==> src/rtl/uart_rx_module.sv <==
// -----------------------------------------------------------------------------
// uart_rx_module
// 8N1 UART receiver. The asynchronous rx line is synchronised and
// edge-detected. A local baud counter restarts on each accepted start edge.
// Each bit is sampled at mid-period. A good frame updates rx_data and pulses
// rx_done_sig for one cycle. A low stop bit pulses frame_err_sig for one cycle.
//
// Optional build macro: RX_MAJORITY_EN
//   Defined   : each bit is a 3-sample majority vote taken at BPS_HALF-1,
//               BPS_HALF and BPS_HALF+1. The decision is made at BPS_HALF+1.
//   Undefined : each bit is a single sample taken at BPS_HALF.
//
// Parameters:
//   BPS_DIV       sysclk cycles per bit (minimum 8)
//   BPS_HALF      mid-bit sample index within a bit period
//
// Ports:
//   sysclk        system clock; all logic runs on the rising edge
//   rst_n         asynchronous active-low reset
//   rx            serial line; idles high; asynchronous to sysclk
//   rx_en_sig     receive enable; 0 ignores the line and aborts any frame
//   rx_data       last good byte; LSB is the first data bit received
//   rx_done_sig   one-cycle pulse: rx_data was just updated
//   frame_err_sig one-cycle pulse: the stop bit was sampled low
//   rx_busy       high from start-edge detection until the return to idle
// -----------------------------------------------------------------------------
module uart_rx_module #(
    parameter int BPS_DIV  = 5208,
    parameter int BPS_HALF = BPS_DIV / 2
) (
    input  logic       sysclk,
    input  logic       rst_n,
    input  logic       rx,
    input  logic       rx_en_sig,
    output logic [7:0] rx_data,
    output logic       rx_done_sig,
    output logic       frame_err_sig,
    output logic       rx_busy
);

    localparam int CNT_W = (BPS_DIV > 1) ? $clog2(BPS_DIV) : 1;
    localparam logic [CNT_W-1:0] CNT_ZERO  = CNT_W'(0);
    localparam logic [CNT_W-1:0] CNT_ONE   = CNT_W'(1);
    localparam logic [CNT_W-1:0] BPS_LAST  = CNT_W'(BPS_DIV - 1);
`ifdef RX_MAJORITY_EN
    localparam logic [CNT_W-1:0] SAMPLE_A  = CNT_W'(BPS_HALF - 1);
    localparam logic [CNT_W-1:0] SAMPLE_B  = CNT_W'(BPS_HALF);
    localparam logic [CNT_W-1:0] DECIDE_PT = CNT_W'(BPS_HALF + 1);
`else
    localparam logic [CNT_W-1:0] DECIDE_PT = CNT_W'(BPS_HALF);
`endif

    typedef enum logic [1:0] {
        ST_IDLE  = 2'd0,
        ST_START = 2'd1,
        ST_DATA  = 2'd2,
        ST_STOP  = 2'd3
    } state_t;

    // Two-of-three majority vote used for noise-tolerant bit decisions.
    function automatic logic maj3(input logic a, input logic b, input logic c);
        return (a & b) | (a & c) | (b & c);
    endfunction

    state_t           state_r, state_s;
    logic [CNT_W-1:0] bps_cnt_r, bps_cnt_s;
    logic [2:0]       bit_cnt_r, bit_cnt_s;
    logic [7:0]       shift_r, shift_s;
    logic [7:0]       rx_data_r, rx_data_s;
    logic             done_r, done_s;
    logic             err_r, err_s;
    logic             busy_r;
    logic             rx_meta_r, rx_sync_r, rx_prev_r;
    logic [1:0]       fill_r;
    logic             fall_s;
    logic             strobe_s;
    logic             bit_val_s;

    // A start edge only counts once the whole sync chain holds real line
    // samples. Otherwise the reset value of 1 would turn a line that is
    // already low at reset release into a false falling edge.
    assign fall_s   = (fill_r == 2'd3) && rx_prev_r && !rx_sync_r;
    assign strobe_s = (state_r != ST_IDLE) && (bps_cnt_r == DECIDE_PT);

`ifdef RX_MAJORITY_EN
    logic samp_a_r, samp_b_r;

    // Capture the two early votes that precede the decision point.
    always_ff @(posedge sysclk or negedge rst_n) begin
        if (!rst_n) begin
            samp_a_r <= 1'b1;
            samp_b_r <= 1'b1;
        end else begin
            if (bps_cnt_r == SAMPLE_A) begin
                samp_a_r <= rx_sync_r;
            end else begin
                samp_a_r <= samp_a_r;
            end
            if (bps_cnt_r == SAMPLE_B) begin
                samp_b_r <= rx_sync_r;
            end else begin
                samp_b_r <= samp_b_r;
            end
        end
    end

    assign bit_val_s = maj3(samp_a_r, samp_b_r, rx_sync_r);
`else
    assign bit_val_s = rx_sync_r;
`endif

    // Two-flop synchroniser, edge-detect flop, and post-reset fill tracker.
    always_ff @(posedge sysclk or negedge rst_n) begin
        if (!rst_n) begin
            rx_meta_r <= 1'b1;
            rx_sync_r <= 1'b1;
            rx_prev_r <= 1'b1;
            fill_r    <= 2'd0;
        end else begin
            rx_meta_r <= rx;
            rx_sync_r <= rx_meta_r;
            rx_prev_r <= rx_sync_r;
            if (fill_r != 2'd3) begin
                fill_r <= fill_r + 2'd1;
            end else begin
                fill_r <= fill_r;
            end
        end
    end

    // Next-state, counter, shift register and output pulse decode.
    always_comb begin
        state_s   = state_r;
        bps_cnt_s = CNT_ZERO;
        bit_cnt_s = bit_cnt_r;
        shift_s   = shift_r;
        rx_data_s = rx_data_r;
        done_s    = 1'b0;
        err_s     = 1'b0;

        if (state_r == ST_IDLE) begin
            bps_cnt_s = CNT_ZERO;
        end else if (bps_cnt_r == BPS_LAST) begin
            bps_cnt_s = CNT_ZERO;
        end else begin
            bps_cnt_s = bps_cnt_r + CNT_ONE;
        end

        case (state_r)
            ST_IDLE: begin
                if (rx_en_sig && fall_s) begin
                    state_s = ST_START;
                end else begin
                    state_s = ST_IDLE;
                end
            end
            ST_START: begin
                if (!rx_en_sig) begin
                    state_s   = ST_IDLE;
                    bps_cnt_s = CNT_ZERO;
                end else if (strobe_s) begin
                    if (bit_val_s) begin
                        // Line was high again at mid-start: treat as a glitch.
                        state_s   = ST_IDLE;
                        bps_cnt_s = CNT_ZERO;
                    end else begin
                        state_s   = ST_DATA;
                        bit_cnt_s = 3'd0;
                    end
                end else begin
                    state_s = ST_START;
                end
            end
            ST_DATA: begin
                if (!rx_en_sig) begin
                    state_s   = ST_IDLE;
                    bps_cnt_s = CNT_ZERO;
                end else if (strobe_s) begin
                    // Shift in from the top so the first bit ends in bit 0.
                    shift_s = {bit_val_s, shift_r[7:1]};
                    if (bit_cnt_r == 3'd7) begin
                        state_s   = ST_STOP;
                        bit_cnt_s = 3'd0;
                    end else begin
                        state_s   = ST_DATA;
                        bit_cnt_s = bit_cnt_r + 3'd1;
                    end
                end else begin
                    state_s = ST_DATA;
                end
            end
            ST_STOP: begin
                if (!rx_en_sig) begin
                    state_s   = ST_IDLE;
                    bps_cnt_s = CNT_ZERO;
                end else if (strobe_s) begin
                    // Return to idle at mid-stop so back-to-back frames work.
                    state_s   = ST_IDLE;
                    bps_cnt_s = CNT_ZERO;
                    if (bit_val_s) begin
                        rx_data_s = shift_r;
                        done_s    = 1'b1;
                    end else begin
                        err_s     = 1'b1;
                    end
                end else begin
                    state_s = ST_STOP;
                end
            end
            default: begin
                state_s   = ST_IDLE;
                bps_cnt_s = CNT_ZERO;
            end
        endcase
    end

    // State register plus all registered datapath and outputs.
    always_ff @(posedge sysclk or negedge rst_n) begin
        if (!rst_n) begin
            state_r   <= ST_IDLE;
            bps_cnt_r <= CNT_ZERO;
            bit_cnt_r <= 3'd0;
            shift_r   <= 8'h00;
            rx_data_r <= 8'h00;
            done_r    <= 1'b0;
            err_r     <= 1'b0;
            busy_r    <= 1'b0;
        end else begin
            state_r   <= state_s;
            bps_cnt_r <= bps_cnt_s;
            bit_cnt_r <= bit_cnt_s;
            shift_r   <= shift_s;
            rx_data_r <= rx_data_s;
            done_r    <= done_s;
            err_r     <= err_s;
            busy_r    <= (state_s != ST_IDLE);
        end
    end

    assign rx_data       = rx_data_r;
    assign rx_done_sig   = done_r;
    assign frame_err_sig = err_r;
    assign rx_busy       = busy_r;

endmodule

==> config.mk <==
export PLATFORM = sky130hd
export DESIGN_NAME = uart_rx_module
export DESIGN_NICKNAME = d
export VERILOG_FILES = /design/src/rtl/uart_rx_module.sv
export SDC_FILE = /design/constraint.sdc
export NUM_CORES = 1
export LEC_CHECK = 0
export CAP_MARGIN = 20
export CORE_UTILIZATION = 60
export CTS_BUF_LIST = sky130_fd_sc_hd__clkbuf_16
export CTS_CLUSTER_SIZE = 16
export DETAILED_ROUTE_END_ITERATION = 10
export GPL_ROUTABILITY_DRIVEN = 0
export HOLD_SLACK_MARGIN = 0.03
export PLACE_DENSITY = 0.84
export SETUP_SLACK_MARGIN = 0.3
export SLEW_MARGIN = 20
export SYNTH_ARGS = -nofsm -noshare
export SYNTH_HDL_FRONTEND = slang
export SYNTH_SLANG_ARGS = --single-unit
==> constraint.sdc <==
create_clock -name sysclk -period 6.3 [get_ports sysclk]
set_input_delay 0.63 -clock sysclk [delete_from_list [all_inputs] [get_ports sysclk]]
set_output_delay 0.63 -clock sysclk [all_outputs]
set_load 0.02 [all_outputs]
==> results.md <==
- Net Switching: between 0.0001 and 0.00015 W
- Post-CTS setup repair buffer count: 0
- Reg power frac: 0.519
- Critical path data required time: approximately 6.4 ns
- Core Region: 0.002829 mm²
- Port bufs: 14
- Period utilisation layout: 0.3602
- Residual DRC: 0
- Die width: approximately 57 µm
- Final ANT Viol Nets: 0
- Status: finished clean
- Skew-Pair Late Insertion Delay: approximately 0.28 ns
- Num CTS Buffers: 5
- Die ar.: 0.003304 mm²
- GRT Util Overall: 0.2323
- Gr ovfl total: 0
- Area delta synth->final: 15.85%
- YS warnings: 0
- Mapped cell area: roughly 0.0018 mm²
- Clock root cell: clkbuf_16
- Hold-fix buffers, CTS: 0
- Relative slew slack: 0.3085
- Critical Path End: bps_cnt_r[12]$_DFF_PN0_
- H-tree depth: 2
- Max-slew violation count: 0
- RSZ-0062 raised after global routing: no
- Family with the most delay on the worst path: compound AO/OA/AOI/OAI gates
- Worst-path clk slew: 0.06 ns
- Antenna Cells: 0
- First-pass DRT Iterations: 4
- CP max FO: 13
- Sum Neg Setup Slack: 0 ns
- Layout Cells excl Fill: slightly below 200
- Mean post-synth cell area: 12.74 µm²
- Routed Wire Length: 3108 µm
- Drt initial violations: 12
- Stages on the worst setup path: 5
- Buffers & Inverters on Critical Path: 1
- Dpl hpwl: approximately 2100 µm
- Worst hold path type: flip-flop to flip-flop
- Worst ir drop on vdd: 0.0002163 V
- CTS resizes: 0
- Vias: around 1200
- Worst R2R Setup Slack: around 4.1 ns
- LEAKAGE: approximately 1 nW
- Layout net count: 170
- Crit path from: rx_en_sig
- Layout cells sized above 1: 0.1975
- Sw frac: 0.2056
- Crit-path cells: clkdlybuf4s50_1, nand3b_1, o31ai_1, o221ai_1, nor2_1
- Worst path slowest cell: o221ai_1
- IO Count: 15
- Commonest non-fill, non-tap cell in the layout: dfrtp_1
- Combinational share of power: 0.023
- Placed insts: ~190
- Crit Reg-Reg Startpoint: bps_cnt_r[2]$_DFF_PN0_
- Reg2reg path depth: 4
- Cells after Synth: 145
- DR WL/cell: 16.10 µm
- Maximum clock frequency: around 0.44 GHz
- Post-DR vias/cell: approximately 6.0
- Internal power: roughly 0.00042 W
- CP arrival: 2.39 ns
- Clk sinks: 42
- Sequential fraction of the synthesis area: 0.5711
- CTS tree: yes
- Maxcap violations: 0
- #FFs+latches synth: 42
- Clock Power Share: 0.458
- Clock buffer depth: 2
- Final instance area: between 0.002 and 0.0025 mm²
- CP Class: input pin to flip-flop
- Commonest non-fill, non-tap cells in the layout: 39 x dfrtp_1, 20 x mux2_2, 14 x nor2_1
- Placed Area: 0.001998 mm²
- Pin count of the biggest net entering global routing: 43
- Power Dens Cells: 247.9 mW/mm²
- CP max stage delay: 0.84 ns
- First-pass GRT wire length: roughly 5600 µm
- Final Setup Violations: 0
- Initial core utilization: 0.6528
- Vias in the first global route: 1218
- Distinct cells, synth: 30
- Power Total: between 0.0005 and 0.0006 W
- Worst R2R End: rx_data[4]$_DFFE_PN0P_
- Antenna violations before repair: 0
- Slew @ Worst Pin: 1.037 ns
- Fin crit period: 2.269 ns
- Final Skew: 0.005374 ns
- Synthesized netlist net count: ~150
- Die height: 57.48 µm
- Final hold vios: 0
- Row cnt: 19
- CP Capture Type: flip-flop
- Setup crit start kind: input pin
==> state kept, by name (all words and copies together), names as in the netlist, 2 cells and up <==
register,flops
state_r,2
bps_cnt_r,13
fill_r,2
rx_data,8
shift_r,8
bit_cnt_r,3
==> final cells by class <==
type / instances / area [µm²]
flip-flops and latches: 42 / 1055
clock inverters: 3 / 16.27
fillers: 187 / 689.4
inverters: 3 / 11.26
repair buffers: 14 / 135.1
well taps: 31 / 38.79
multi-input cells: 95 / 758.2
clock buffers: 5 / 125.1
==> power by group through the flow <==
stage | clock (W) | sequential [W] | combinational (W)
after floorplan | 0 | 0.000280 | 0.00000330
final | 0.000243 | 0.000275 | 0.0000121
after global placement | 0 | 0.000280 | 0.0000121
after global routing | 0.000259 | 0.000275 | 0.0000139
after CTS | 0.000249 | 0.000275 | 0.0000126
after detailed placement | 0 | 0.000280 | 0.0000125
==> worst min-delay path by stage <==
stage                               end  depth (start not counted)  slack [ns]                start
2_1_floorplan  bit_cnt_r[0]$_DFFE_PN0P_                          0        0.33                rst_n
3_3_place_gp        bit_val_s$_DFF_PN1_                          0        0.35  rx_meta_r$_DFF_PN1_
3_5_place_dp        bit_val_s$_DFF_PN1_                          0        0.35  rx_meta_r$_DFF_PN1_
4_1_cts             bit_val_s$_DFF_PN1_                          0        0.36  rx_meta_r$_DFF_PN1_
5_1_grt             bit_val_s$_DFF_PN1_                          0        0.36  rx_meta_r$_DFF_PN1_
6_report            bit_val_s$_DFF_PN1_                          0        0.36  rx_meta_r$_DFF_PN1_
==> stage by stage <==
stage,util,hold WS (ns),setup slack (ns)
2_1_floorplan,-,0.3344,4.261
3_3_place_gp,0.7063,0.3458,3.912
3_5_place_dp,0.7063,0.3488,3.763
4_1_cts,0.7563,0.3569,4.014
5_1_grt,0.7563,0.3626,3.852
6_report,0.7563,0.3565,4.031
==> cell families after synthesis <==
family / count (synthesis) / share of synthesized area
buffers and inverters: 8 / 0.01829
and+or+nand+nor: 53 / 0.1762
muxes: 20 / 0.1220
DFF: 42 / 0.5711
xor gates and xnor gates: 12 / 0.05691
adders and majority gates: 5 / 0.03388
AOI/OAI and AO/OA: 5 / 0.02169
==> cell usage after synthesis <==
cell / count / share of area
nor2_1: 14 / 0.028
and3_1: 3 / 0.010
nand4_1: 4 / 0.014
nand3b_1: 1 / 0.0041
o221ai_1: 1 / 0.0047
buf_2: 3 / 0.0081
o211ai_1: 1 / 0.0041
and4b_1: 1 / 0.0054
xor2_1: 10 / 0.047
xnor2_1: 2 / 0.0095
nand2_1: 7 / 0.014
a311o_1: 1 / 0.0054
nor4b_2: 1 / 0.0081
dfstp_2: 3 / 0.043
inv_1: 3 / 0.0061
and2_1: 1 / 0.0034
ha_1: 5 / 0.034
nor3_1: 2 / 0.0054
a31oi_1: 1 / 0.0034
nor4b_1: 1 / 0.0047
nand3_1: 5 / 0.014
dfrtp_1: 39 / 0.53
mux2_2: 20 / 0.12
and3b_1: 4 / 0.019
or4b_1: 1 / 0.0054
o31ai_1: 1 / 0.0041
and4_1: 3 / 0.014
clkbuf_1: 2 / 0.0041
nand4b_1: 1 / 0.0047
nor4bb_1: 4 / 0.022
==> layer usage <==
layer / GRT usage / vias up / routed length [µm]
li1: - / 546 / -
met1: 0.2730 / 579 / 1397
met2: 0.3821 / 21 / 1516
met3: 0.08163 / 9 / 114
met4: 0.1080 / 0 / 79
met5: 0 / - / 0
(Power assumes the default switching activity.)
